===== src/rtl/fetch_unit.sv =====
// fetch_unit: instruction fetch sequencer for the 16-bit CPU.
// Drives imem requests from the current PC, holds one fetched word for decode,
// and computes the next PC (written back every cycle) for sequential advance,
// branch redirect, decode stall and HLT.
// Optional build macro FETCH_TIMEOUT_EN adds a memory-response timeout that
// stops fetch and raises a sticky fetch_err.
module fetch_unit #(
  parameter int TIMEOUT_CYCLES = 16
) (
  input  logic        clk,
  input  logic        rst,
  input  logic [15:0] pc_cur,
  output logic [15:0] pc_next,
  output logic        imem_req,
  output logic [15:0] imem_addr,
  input  logic        imem_ready,
  input  logic [15:0] imem_data,
  input  logic        stall,
  input  logic        branch_taken,
  input  logic [15:0] branch_target,
  output logic [15:0] instr,
  output logic        instr_valid,
  output logic        halted,
  output logic        fetch_err
);

  typedef enum logic [1:0] {RUN, DRAIN, HALT} state_t;

  state_t      state_q, state_d;
  logic [15:0] instr_q, instr_d;
  logic        instr_valid_q, instr_valid_d;
  logic        halted_q, halted_d;

  logic accept;
  logic fire;
  logic is_hlt;
  logic redirect;
  logic timeout_hit;

  assign accept    = instr_valid_q & ~stall;
  assign imem_req  = (state_q == RUN) & ~rst & (~instr_valid_q | ~stall);
  assign fire      = imem_req & imem_ready & ~branch_taken;
  assign is_hlt    = (imem_data[15:12] == 4'hF);
  assign redirect  = branch_taken & (state_q != HALT);
  assign imem_addr = pc_cur;

`ifdef FETCH_TIMEOUT_EN
  logic [7:0] wait_cnt_q, wait_cnt_d;
  logic       fetch_err_q, fetch_err_d;

  // Count cycles an outstanding request goes unanswered; expire at TIMEOUT_CYCLES.
  always_comb begin
    wait_cnt_d  = 8'd0;
    timeout_hit = 1'b0;
    if (imem_req & ~imem_ready & ~branch_taken) begin
      wait_cnt_d  = wait_cnt_q + 8'd1;
      timeout_hit = (wait_cnt_d == 8'(TIMEOUT_CYCLES));
    end
    fetch_err_d = fetch_err_q | timeout_hit;
  end

  // Timeout counter and sticky error flag.
  always_ff @(posedge clk) begin
    if (rst) begin
      wait_cnt_q  <= 8'd0;
      fetch_err_q <= 1'b0;
    end else begin
      wait_cnt_q  <= wait_cnt_d;
      fetch_err_q <= fetch_err_d;
    end
  end

  assign fetch_err = fetch_err_q;
`else
  localparam int unused_timeout = TIMEOUT_CYCLES;
  assign timeout_hit = 1'b0;
  assign fetch_err   = 1'b0;
`endif

  // Next-PC select: the PC register loads every cycle, so holding means pc_cur.
  always_comb begin
    pc_next = pc_cur;
    if (rst) begin
      pc_next = 16'h0000;
    end else if (redirect) begin
      pc_next = branch_target;
    end else if (fire & ~is_hlt) begin
      pc_next = pc_cur + 16'd2;
    end
  end

  // FSM next state and output-register update; HALT freezes everything.
  always_comb begin
    state_d       = state_q;
    instr_d       = instr_q;
    instr_valid_d = instr_valid_q;
    halted_d      = halted_q;
    if (state_q != HALT) begin
      if (branch_taken) begin
        instr_valid_d = 1'b0;
        state_d       = RUN;
      end else if (timeout_hit) begin
        instr_valid_d = 1'b0;
        halted_d      = 1'b1;
        state_d       = HALT;
      end else if (fire) begin
        instr_d       = imem_data;
        instr_valid_d = 1'b1;
        if (is_hlt) begin
          state_d = DRAIN;
        end
      end else if (accept) begin
        instr_valid_d = 1'b0;
        if (state_q == DRAIN) begin
          halted_d = 1'b1;
          state_d  = HALT;
        end
      end
    end
  end

  // State and output registers.
  always_ff @(posedge clk) begin
    if (rst) begin
      state_q       <= RUN;
      instr_q       <= 16'h0000;
      instr_valid_q <= 1'b0;
      halted_q      <= 1'b0;
    end else begin
      state_q       <= state_d;
      instr_q       <= instr_d;
      instr_valid_q <= instr_valid_d;
      halted_q      <= halted_d;
    end
  end

  assign instr       = instr_q;
  assign instr_valid = instr_valid_q;
  assign halted      = halted_q;

endmodule

===== config.mk =====
export PLATFORM = sky130hd
export DESIGN_NAME = fetch_unit
export DESIGN_NICKNAME = d
export VERILOG_FILES = /design/src/rtl/fetch_unit.sv
export SDC_FILE = /design/constraint.sdc
export NUM_CORES = 1
export LEC_CHECK = 0
export ABC_AREA = 1
export CAP_MARGIN = 5
export CORE_MARGIN = 3
export CORE_UTILIZATION = 25
export CTS_BUF_LIST = sky130_fd_sc_hd__clkbuf_16
export DETAILED_ROUTE_END_ITERATION = 10
export PLACE_DENSITY = 0.61
export SYNTH_ARGS = -nofsm -noshare
export SYNTH_HDL_FRONTEND = slang
export SYNTH_SLANG_ARGS = --single-unit

===== constraint.sdc =====
create_clock -name clk -period 3.1 [get_ports clk]
set_input_delay 0.62 -clock clk [delete_from_list [all_inputs] [get_ports clk]]
set_output_delay 0.62 -clock clk [all_outputs]
set_load 0.02 [all_outputs]

==> metrics.md <==
| Metric | Value |
|---|---|
| Outcome | `finished, final reports clean` |
| Vias in the first global route | `2108` |
| Final Hold Fails | `0` |
| Root Driver | `clkbuf_16` |
| Post-CTS Setup Repair Bufs | `0` |
| CP max FO | `6` |
| Die area | `8170 µm²` |
| All-Layer GR Usage | `0.147` |
| Clk buf depth | `2` |
| Unique masters post-synth | `32` |
| Post-Route WL | `~6.0 mm` |
| Pre-antenna DRT Iters | `4` |
| Final instance area | `around 3000 µm²` |
| CP top delay family | `buffers and inverters` |
| Critical Path Slowest Stage Cell | `clkdlybuf4s50_1` |
| CP peak stage delay | `500 ps` |
| Worst Skew | `2.36 ps` |
| Largest net degree at the start of global routing | `24` |
| Stages on worst setup path | `8` |
| GP Congestion | `0.819` |
| CTS H-tree lvls | `1` |
| Syn_nets | `347` |
| Final nets | `459` |
| Worst min path class | `flop to flop` |
| Initial Util | `0.261` |
| R2R setup slack | `1720 ps` |
| Setup CP Type | `primary input to primary output` |
| Total core area | `6830 µm²` |
| Mux cell area share after synthesis | `0` |
| CP required | `approximately 2500 ps` |
| Later-pin clock latency in the skew report | `between 200 and 300 ps` |
| CP Launch Type | `primary input` |
| I/O Pins | `roughly 110` |
| Xor and xnor fraction of the mapped netlist area | `0.0197` |
| Placed cell area | `2980 µm²` |
| Std-Cell Rows | `30` |
| Synth Area per Inst | `6.08 µm²` |
| Placement Setup Slack | `-138 ps` |
| DR WL/cell | `11.9 µm` |
| Synthesis-to-layout area growth | `70.8%` |
| Achievable Freq | `about 340 MHz` |
| Simple-Gate Fraction of Synth Area | `0.432` |
| Post-synth top area cell | `dfxtp_1` |
| Peak supply drop | `0.331 mV` |
| Vias per cell | `4.30` |
| ANT cells | `0` |
| Complex-gate fraction of the synthesized area | `0.143` |
| Most common cell after layout, fill and taps aside | `clkdlybuf4s50_1` |
| Synth Register Bits | `20` |
| Worst EP arrival | `roughly 2300 ps` |
| Ranking of synthesized cells by area | `dfxtp_1 22%, nand2_1 16%, nor2_1 9.9%` |
| Post-synthesis sequential area ratio | `0.225` |
| Adder-cell area share of the yosys netlist | `0.00703` |
| Most frequent cells in the layout | `86 x clkdlybuf4s50_1, 74 x nand2_1, 47 x nor2_1` |
| Final setup vio count | `0` |
| Post-route minimum period | `2940 ps` |
| Global-route wire length before repair | `between 10 and 15 mm` |
| Tcrit/Tclk final | `0.948` |
| TritonCTS Sinks | `20` |
| Post-route ant nets | `0` |
| Total CTS buffers | `3` |
| R2r worst-path depth | `8` |
| P_leak | `1.43 nW` |
| Reg clk slew, reported paths | `50 ps` |
| Iteration-0 DRC Markers | `between 40 and 50` |
| Ys Warns | `0` |
| Initial antenna violation count | `0` |
| Worst path bufs/invs | `3` |
| Combinational family with the most area after synthesis | `simple AND/OR/NAND/NOR gates` |
| Setup slack after layout | `roughly 160 ps` |
| GR Overflow Total | `0` |
| Pwr/cell area | `326 nW/µm²` |
| PortBufs | `roughly 100` |
| # DRC | `0` |
| Die Span Y | `90.4 µm` |
| Die Wd | `between 90 and 100 µm` |
| Crit. End Element | `primary output` |
| Cell Area, Synth | `1780 µm²` |
| Routed via count | `2150` |
| Hold Crit Depth | `1` |
| Crit path cell chain | `clkdlybuf4s50_1, buf_4, nand3_4, nor3_2, nand2_1, or2_0, a21oi_1, dlygate4sd2_1` |
| Unrepaired setup endpoints after global routing | `no` |
| Max_cap viols | `0` |
| Pins Over Slew Limit | `0` |
| CTS tree | `done` |
| DP HPWL | `4.88 mm` |
| Top cell type's share of synthesized area | `0.225` |
| Layout cell share with drive strength beyond 1 | `0.151` |
| Mapped Cells | `293` |
## area by class of cell
| class | instances | area [µm²] |
|---|---|---|
| Fill cell | 742 | 3790 |
| Timing Repair Buffer | 134 | 1250 |
| Multi-Input combinational cell | 217 | 1080 |
| Sequential cell | 20 | 400 |
| Tap cell | 96 | 120 |
| Inverter | 29 | 109 |
| Clock buffer | 3 | 75.1 |
| Clock inverter | 1 | 3.75 |
## stage by stage
stage	utilization	total power, mW	setup TNS (ps)	cells	hold slack (ps)
2_1_floorplan	-	0.522	0	293	510
3_5_place_dp	0.436	0.744	-1350	496	459
6_report	0.445	0.990	0	500	474
3_3_place_gp	0.436	0.742	-1240	496	452
5_1_grt	0.445	1.05	0	500	506
4_1_cts	0.445	1.00	0	500	477
## what timing repair did
action                     CTS  global route
hold buffers                 0             0
pin swaps                    0             1
hold endpoints to repair     0             0
setup endpoints to repair   15             6
resized for setup           16             9
## routing by layer
metal / global-route usage / share of wire
met1: 0.181 / 0.44
met2: 0.235 / 0.43
met3: 0.0592 / 0.11
met4: 0.0408 / 0.013
met5: 0 / 0
## sequential cells by signal (all words and copies together) (netlist names)
name / flops
state_q: 2
halted: 1
instr_valid: 1
instr: 16
## kinds of logic (layout without fill, tap and decap cells)
family / Yosys count / count (layout)
adders and majority gates: 1 / 1
and+or+nand+nor: 163 / 163
buffers and inverters: 56 / 167
xor gates and xnor gates: 4 / 4
DFF: 20 / 20
AOI/OAI and AO/OA: 48 / 48
other: 1 / 1
## path summary, 6_finish.rpt
check / startpoint / end
setup / recovery: pc_cur[1] / pc_next[6]
hold / removal: halted$_SDFFE_PP0P_ / halted$_SDFFE_PP0P_
setup reg to reg: state_q[1]$_SDFFE_PP0P_ / state_q[0]$_SDFFE_PP0P_
hold reg to reg: halted$_SDFFE_PP0P_ / halted$_SDFFE_PP0P_
## worst register-to-register path, delay by kind of cell (launching register included)
family                 cells  cell delay [ps]
AND/OR/NAND/NOR            7              860
buffers and inverters      1              120
flip-flops                 1              340
## report_power, final
group          switching [mW]  internal, mW
combinational           0.224         0.208
sequential             0.0129         0.276
clock                  0.0964         0.172
total                   0.333         0.656
## cell usage after synthesis, drive strengths merged
master   n
a21oi   12
buf     25
clkbuf   2
conb     1
dfxtp   20
ha       1
inv     29
nand2   78
nand3   15
nand3b   2
nand4    7
nor2    54
nor3     4
o21a     1
o21ai   33
o21bai   2
or2      3
xor2     4
No activity file was read; power rests on OpenSTA's default activity.
